[src/rtl/mem_stage.sv]
// MEM pipeline stage: data-SRAM req/addr_ok/data_ok handshake,
// load alignment/extension and store lane steering.
module mem_stage #(
  parameter int DATA_W = 32
) (
  input  logic              clk_i,
  input  logic              rst_i,
  input  logic [107:0]      ex2mem_bus_i,
  output logic [69:0]       mem2wb_bus_o,
  input  logic              ctl_mem_valid_i,
  input  logic              ctl_mem_next_i,
  output logic              ctl_mem_over_o,
  output logic              ctl_mem_ale_o,
  output logic [4:0]        ctl_mem_dest_o,
  output logic [31:0]       ctl_mem_pc_o,
  output logic              data_req_o,
  output logic              data_wr_o,
  output logic [1:0]        data_size_o,
  output logic [DATA_W-1:0] data_addr_o,
  output logic [3:0]        data_wstrb_o,
  output logic [DATA_W-1:0] data_wdata_o,
  input  logic              data_addr_ok_i,
  input  logic [DATA_W-1:0] data_rdata_i,
  input  logic              data_data_ok_i
);

  typedef enum logic [1:0] {
    IDLE, REQ, WAIT, DONE
  } state_t;

  state_t state_q, state_d;

  logic [5:0]        mem_ctl;
  logic [31:0]       st_data;
  logic [31:0]       exe_result;
  logic [4:0]        rd_addr;
  logic              rd_we;
  logic [31:0]       pc;
  logic [DATA_W-1:0] ld_r;
  logic [DATA_W-1:0] ld_val;
  logic [31:0]       wb_result;
  logic [7:0]        ld_b;
  logic [15:0]       ld_h;
  logic [1:0]        off;
  logic              is_ld, is_st, uns;
  logic              sz_b, sz_h, sz_w;
  logic              memop, misal, ale;
  logic              req;
  logic              unused_rsvd;

  assign {mem_ctl, st_data, exe_result,
          rd_addr, rd_we, pc} = ex2mem_bus_i;

  assign is_ld       = mem_ctl[5];
  assign is_st       = mem_ctl[4];
  assign uns         = mem_ctl[1];
  assign unused_rsvd = mem_ctl[0];
  assign sz_b        = mem_ctl[3:2] == 2'b00;
  assign sz_h        = mem_ctl[3:2] == 2'b01;
  assign sz_w        = mem_ctl[3];
  assign off         = exe_result[1:0];

  assign memop = ctl_mem_valid_i & (is_ld | is_st);
  assign misal = (sz_h & off[0]) | (sz_w & |off);
  assign ale   = memop & misal;

  always_ff @(posedge clk_i) begin
    if (rst_i) begin
      state_q <= IDLE;
      ld_r    <= '0;
    end else begin
      state_q <= state_d;
      if (state_q == WAIT && data_data_ok_i && is_ld)
        ld_r <= data_rdata_i;
    end
  end

  always_comb begin
    state_d = state_q;
    req     = 1'b0;
    unique case (state_q)
      IDLE: begin
        req = memop & ~ale;
        if (req)
          state_d = data_addr_ok_i ? WAIT : REQ;
      end
      REQ: begin
        req = 1'b1;
        if (data_addr_ok_i)
          state_d = WAIT;
      end
      WAIT:
        if (data_data_ok_i)
          state_d = DONE;
      DONE:
        if (ctl_mem_next_i)
          state_d = IDLE;
      default: state_d = IDLE;
    endcase
  end

  assign ld_b = ld_r[{off, 3'b000} +: 8];
  assign ld_h = ld_r[{off[1], 4'b0000} +: 16];

  always_comb begin
    ld_val       = ld_r;
    data_wstrb_o = 4'b1111;
    data_wdata_o = st_data;
    unique case (1'b1)
      sz_b: begin
        ld_val       = {{24{~uns & ld_b[7]}}, ld_b};
        data_wstrb_o = 4'b0001 << off;
        data_wdata_o = {4{st_data[7:0]}};
      end
      sz_h: begin
        ld_val       = {{16{~uns & ld_h[15]}}, ld_h};
        data_wstrb_o = 4'b0011 << off;
        data_wdata_o = {2{st_data[15:0]}};
      end
      default: ;
    endcase
    if (!is_st)
      data_wstrb_o = 4'b0000;
  end

  always_comb begin
    wb_result = exe_result;
    if (ale)
      wb_result = '0;
    else if (memop && is_ld)
      wb_result = ld_val;
  end

  assign data_req_o  = req & ~rst_i;
  assign data_wr_o   = is_st;
  assign data_size_o = mem_ctl[3:2];
  assign data_addr_o = exe_result;

  assign ctl_mem_over_o = ctl_mem_valid_i &
    (~memop | ale | state_q == DONE);
  assign ctl_mem_ale_o  = ale;
  assign ctl_mem_dest_o = rd_addr & {5{ctl_mem_valid_i}};
  assign ctl_mem_pc_o   = pc;
  assign mem2wb_bus_o   = {wb_result, rd_addr, rd_we, pc};

  // An in-flight access must keep its instruction on the bus.
  assert property (@(posedge clk_i) disable iff (rst_i)
    (state_q != IDLE) |-> ctl_mem_valid_i);

endmodule
[config.mk]
export PLATFORM = sky130hd
export DESIGN_NAME = mem_stage
export DESIGN_NICKNAME = d
export VERILOG_FILES = /design/src/rtl/mem_stage.sv
export SDC_FILE = /design/constraint.sdc
export NUM_CORES = 1
export LEC_CHECK = 0
export CORE_AREA = 2 2 126 128
export CTS_CLUSTER_DIAMETER = 120
export DETAILED_ROUTE_END_ITERATION = 10
export DIE_AREA = 0 0 128 130
export GPL_ROUTABILITY_DRIVEN = 0
export PLACE_DENSITY_LB_ADDON = 0.15
export SETUP_SLACK_MARGIN = 0.1
export SYNTH_ARGS = -nofsm -noshare
export SYNTH_HDL_FRONTEND = slang
export SYNTH_SLANG_ARGS = --single-unit
[constraint.sdc]
create_clock -name clk_i -period 4.6 [get_ports clk_i]
set_input_delay 0.69 -clock clk_i [delete_from_list [all_inputs] [get_ports clk_i]]
set_output_delay 0.69 -clock clk_i [all_outputs]
set_load 0.05 [all_outputs]
## Yosys cells after proc, flatten, opt, wreduce, memory -nomap -nowiden

Cells that the tools add are included.

- Bits in registers: 34
- Output and inout bits: 181
- Logic and storage cells: 52

- Eq/ne operators: 8
- Mux-type cells: 13
- Reductions and logical operators: 7
- Bitwise logic cells: 18
- Shift operators: 4

Operators with widths:

| kind | count |
|---|---|
| $pmux W32 S2 | 2 |
| $mux W32 | 2 |
| $shiftx A32 B6 Y16 | 1 |
| $shiftx A32 B6 Y8 | 1 |
| $mux W2 | 5 |
| $and A1 B1 Y1 | 9 |
| $ne A2 B2 Y1 const B | 4 |
| $pmux W2 S4 | 1 |
| $pmux W4 S2 | 1 |
| $and A5 B5 Y5 | 1 |
| $eq A2 B1 Y1 const B | 2 |
| $eq A2 B2 Y1 const B | 2 |
| $logic_not A2 Y1 | 2 |
| $mux W4 | 1 |
| $not A1 Y1 | 4 |
| $or A1 B1 Y1 | 4 |
| $reduce_and A4 Y1 | 1 |
| $shl A1 B2 Y4 const A | 1 |
| $shl A2 B2 Y4 const A | 1 |
| $logic_and A1 B1 Y1 | 3 |
| $pmux W1 S2 | 1 |
| $reduce_or A2 Y1 | 1 |

## Logic depth before layout (Yosys ltp)

- Word-level depth: 8
- Mapped depth: 7
- Gate-level depth less buffers: 6

## Worst setup path after synthesis

OpenSTA, ideal clock, no wires.

- Path type: input to output
- From: in ex2mem_bus_i[39]
- To: out mem2wb_bus_o[44]
- Path buffers: 1
- Cell stages on the path: 5
- Arrival: 2.955 ns
- Slack: 0.955 ns
- Path through: buf_2 > o21a_1 > o21ai_4 > inv_2 > nor4_1

- Cells in the longest elaborated chain, start to end: 5
- Elaborated cells between the ends (all ways): 9
- Those cells by class: shift: 2; mux: 3; bitwise: 3; reduce/logical: 1

Ends and longest elaborated chain:

| element | line | source |
|---|---|---|
| start: declaration | 8 | `input logic [107:0] ex2mem_bus_i,` |
| $reduce_or A2 Y1 | 64 | `assign misal = (sz_h & off[0]) \| (sz_w & \|off);` |
| $and A1 B1 Y1 | 64 |  |
| $or A1 B1 Y1 | 64 |  |
| $and A1 B1 Y1 | 65 | `assign ale = memop & misal;` |
| named net ctl_mem_ale_o | 13 | `output logic ctl_mem_ale_o,` |
| $mux W32 | 128 | `if (ale)` |
| end: declaration | 9 | `output logic [69:0] mem2wb_bus_o,` |

The timed path passes the listed nets, and every way through them passes these cells.

## Final worst setup path

- From: in ex2mem_bus_i[39]
- To: out mem2wb_bus_o[45]

- Cells in the longest elaborated chain, start to end: 5
- Elaborated cells between the ends (all ways): 9
- Those cells by class: shift: 2; mux: 3; bitwise: 3; reduce/logical: 1

Ends and longest elaborated chain:

| element | line |
|---|---|
| branches (longest 4 deep; another with $shiftx A32 B6 Y16) | - |
| $mux W32 * | 128 |

Mark *: on every way between the ends.

==> metrics.csv <==
metric;value;unit
drv_slew;0;
crit_slowest_cell;clkdlybuf4s50_1;
fillers;1644;
antenna_found_initial;0;
worstSetupPathDepth;6;
postSynthCellCount;494;
fin_crit_sh;0.8314;
cts_buffer_depth;2;
grt_max_degree;37;
crit_type;in -> out;
ctsHoldBuffers;0;
path_clk_slew;0.06;ns
holdCritPathClass;reg -> reg;
port_buffers;227;
tightest_slew;0.9497;ns
ys_seq_area_frac;0.1895;
ctsResizeCount;0;
timing.critical_path.to_type;output pin;
grt_pass1_vias;3613;
drc_errors;0;
crit_arrival;3.13;ns
async_flop_share;0;
cts_max_level;2;
cp_cell_sequence;clkdlybuf4s50_1, inv_1, a21oi_1, nor3_1, nor4_1, buf_12;
critPathLaunchType;primary input;
syn_nets;644;
synth_area_leaders;buf_4 (24%), dfxtp_1 (19%), nand2_1 (8.8%), a21oi_1 (7.2%), mux2_2 (6.6%);
die_h;130;um
powerDensity;283.7;mW/mm^2
status;completed;
final_cell_mix;clkdlybuf4s50_1 (194), nand2_1 (84), a21oi_1 (52);
hpwl;11.22;mm
rr_startpoint;state_q[0];
synth_xor_area_frac;0;
p_comb_frac;0.505;
start_util;0.2329;
ys_types;48;
coreArea;0.01542;sq mm
antennaDiodeCount;0;
muxShareOfSynthArea;0.09648;
postSynthAreaPerCell;7.272;sq um
synth-seq-cells;34;
cts_tree;done;
cts-buffers-inserted;5;
wl_per_cell;17.49;um
overflow;0;
max_clock_freq;261.5;MHz
rows;46;
synth_top_area_cell;buf_4;
layoutNonFillerInstCount;789;
hold_path_startpoint;ld_r[3];
multiInputGateArea;0.001891;sq mm
seq_area;680.7;sq um
post_cts_buffers;0;
relSlewSlack;0.3668;
rr_worst_depth;6;
hold_depth;2;
io-pin-count;327;
postRouteAntennaNets;0;
fin_crit;3.824;ns
gr-usage-all-layers;0.1553;
final_common_cell;clkdlybuf4s50_1;
synth_compound_area_frac;0.2184;
p_sw;0.6259;mW
vias_per_cell;4.497;
setup_viol;0;
yosys_warnings;0;
tns;0;ns
whs;0.4556;ns
cts_sinks;34;
finalHoldViolations;0;
vdd_ir_drop_max;0.1497;mV
synth_top_family_by_area;buffers and inverters;
crit_path_max_fanout;14;
drive_gt1_frac;0.1323;
finClkSkew;0.003731;ns
min_to;ld_r[3];
final_nets;746;
dieArea;0.01664;sq mm
path_buf_inv;3;
seqPwrFrac;0.213;
dp.cells;781;
area_delta_synth_final;54.62;%
drt_pass1_iterations;4;
r2r-end;ld_r[25];
syn_area;0.003592;sq mm
drt-initial-drc-count;149;
cts-root-buf;clkbuf_16;
reg2reg_slack;2.60;ns
via_count;3548;
rsz0062_at_grt;no;
cpLargestDelayFamily;buffers and inverters;
synth_edf_count;0;
grt_pass1_wl;20.26;mm
clkPwrFrac;0.283;
max_stage_delay;0.88;ns
leakage;2.071;nW
synthSimpleGateAreaFrac;0.1975;
insertion_delay;0.28;ns
wl;13.80;mm
ys.flop_type;dfxtp_1;
synth_adder_area_share;0.01393;
swShare;0.3972;
p_int;0.9499;mW
required;3.91;ns
die-width;128;um
cap_violations;0;
synth_top_area_share;0.2382;
## Yosys cell counts (2+ instances only)
cell,instances
a21boi_0,3
a21oi_1,52
a22o_1,16
a22oi_1,4
a31oi_1,4
and2_1,8
and3_1,2
buf_1,2
buf_2,3
buf_4,114
buf_6,2
clkbuf_1,23
dfxtp_1,34
ha_1,4
inv_1,8
mux2_2,21
mux2i_1,11
nand2_1,84
nand2b_1,19
nand3_1,3
nor2_1,10
nor2b_1,4
nor3_1,4
nor3b_1,2
nor4_1,2
o21a_1,4
o21ai_0,21
o221ai_1,7
o31ai_1,2
or4_1,3
## worst reg2reg max path, cell delays in order, from the launching register on
cell and delay (ns):
dfxtp_1 0.33, inv_1 0.10, ha_1 0.21, and3_1 0.79, buf_4 0.31, nand2_1 0.07, a21oi_1 0.11
## how the worst max path moves through the flow
stage                startpoint                to  slack [ns]
6_report       ex2mem_bus_i[39]  mem2wb_bus_o[45]        0.78
2_1_floorplan  ex2mem_bus_i[39]  mem2wb_bus_o[44]        0.95
5_1_grt        ex2mem_bus_i[39]  mem2wb_bus_o[45]        0.61
4_1_cts        ex2mem_bus_i[39]  mem2wb_bus_o[45]        0.81
3_3_place_gp   ex2mem_bus_i[39]  mem2wb_bus_o[45]        0.84
3_5_place_dp   ex2mem_bus_i[39]  mem2wb_bus_o[45]        0.80
## state kept, by name, indices dropped and copies added, names as in the netlist
register	count
ld_r	32
state_q	2
## cell type report
cell class,instances,share of cell area
tap,192,0.04325
clock inverter,3,0.01239
clock buffer,5,0.02253
inverter,9,0.006082
sequential,34,0.1226
timing repair buffer,239,0.4528
multi-input combinational,307,0.3404
## kinds of logic after synthesis
group / count (synthesis)
multiplexers: 32
buffers and inverters: 153
flip-flops: 34
AO/OA/AOI/OAI: 122
adder cells (fa/ha/maj): 4
AND/OR/NAND/NOR: 149
## per-layer routing
metal | up-vias | part of all wire | track usage | wire length (um)
met4 | 0 | 0.016 | 0.04266 | 221
met1 | 1629 | 0.42 | 0.1955 | 5835
li1 | 1782 | - | - | -
met5 | - | 0 | 0 | 0
met2 | 116 | 0.51 | 0.2746 | 7061
met3 | 21 | 0.049 | 0.02665 | 683
## power groups by stage
| stage | Sequential, mW | Combinational [mW] | Clock, mW |
|---|---|---|---|
| 6_report | 0.335 | 0.795 | 0.445 |
| 4_1_cts | 0.335 | 0.802 | 0.452 |
| 3_3_place_gp | 0.341 | 0.789 | 0 |
| 5_1_grt | 0.338 | 0.842 | 0.466 |
| 2_1_floorplan | 0.334 | 0.644 | 0 |
| 3_5_place_dp | 0.342 | 0.799 | 0 |
## per-stage QoR
step                      total power [mW]  setup WS (ns)  utilization  area, sq um
after floorplan                     0.9780         0.9547            -         3592
after global placement               1.130         0.8424       0.3475         5360
after detailed placement             1.141         0.8029       0.3475         5360
after CTS                            1.589         0.8139       0.3601         5554
after global routing                 1.646         0.6069       0.3601         5554
final                                1.576         0.7757       0.3601         5554
(Power assumes the default switching activity.)
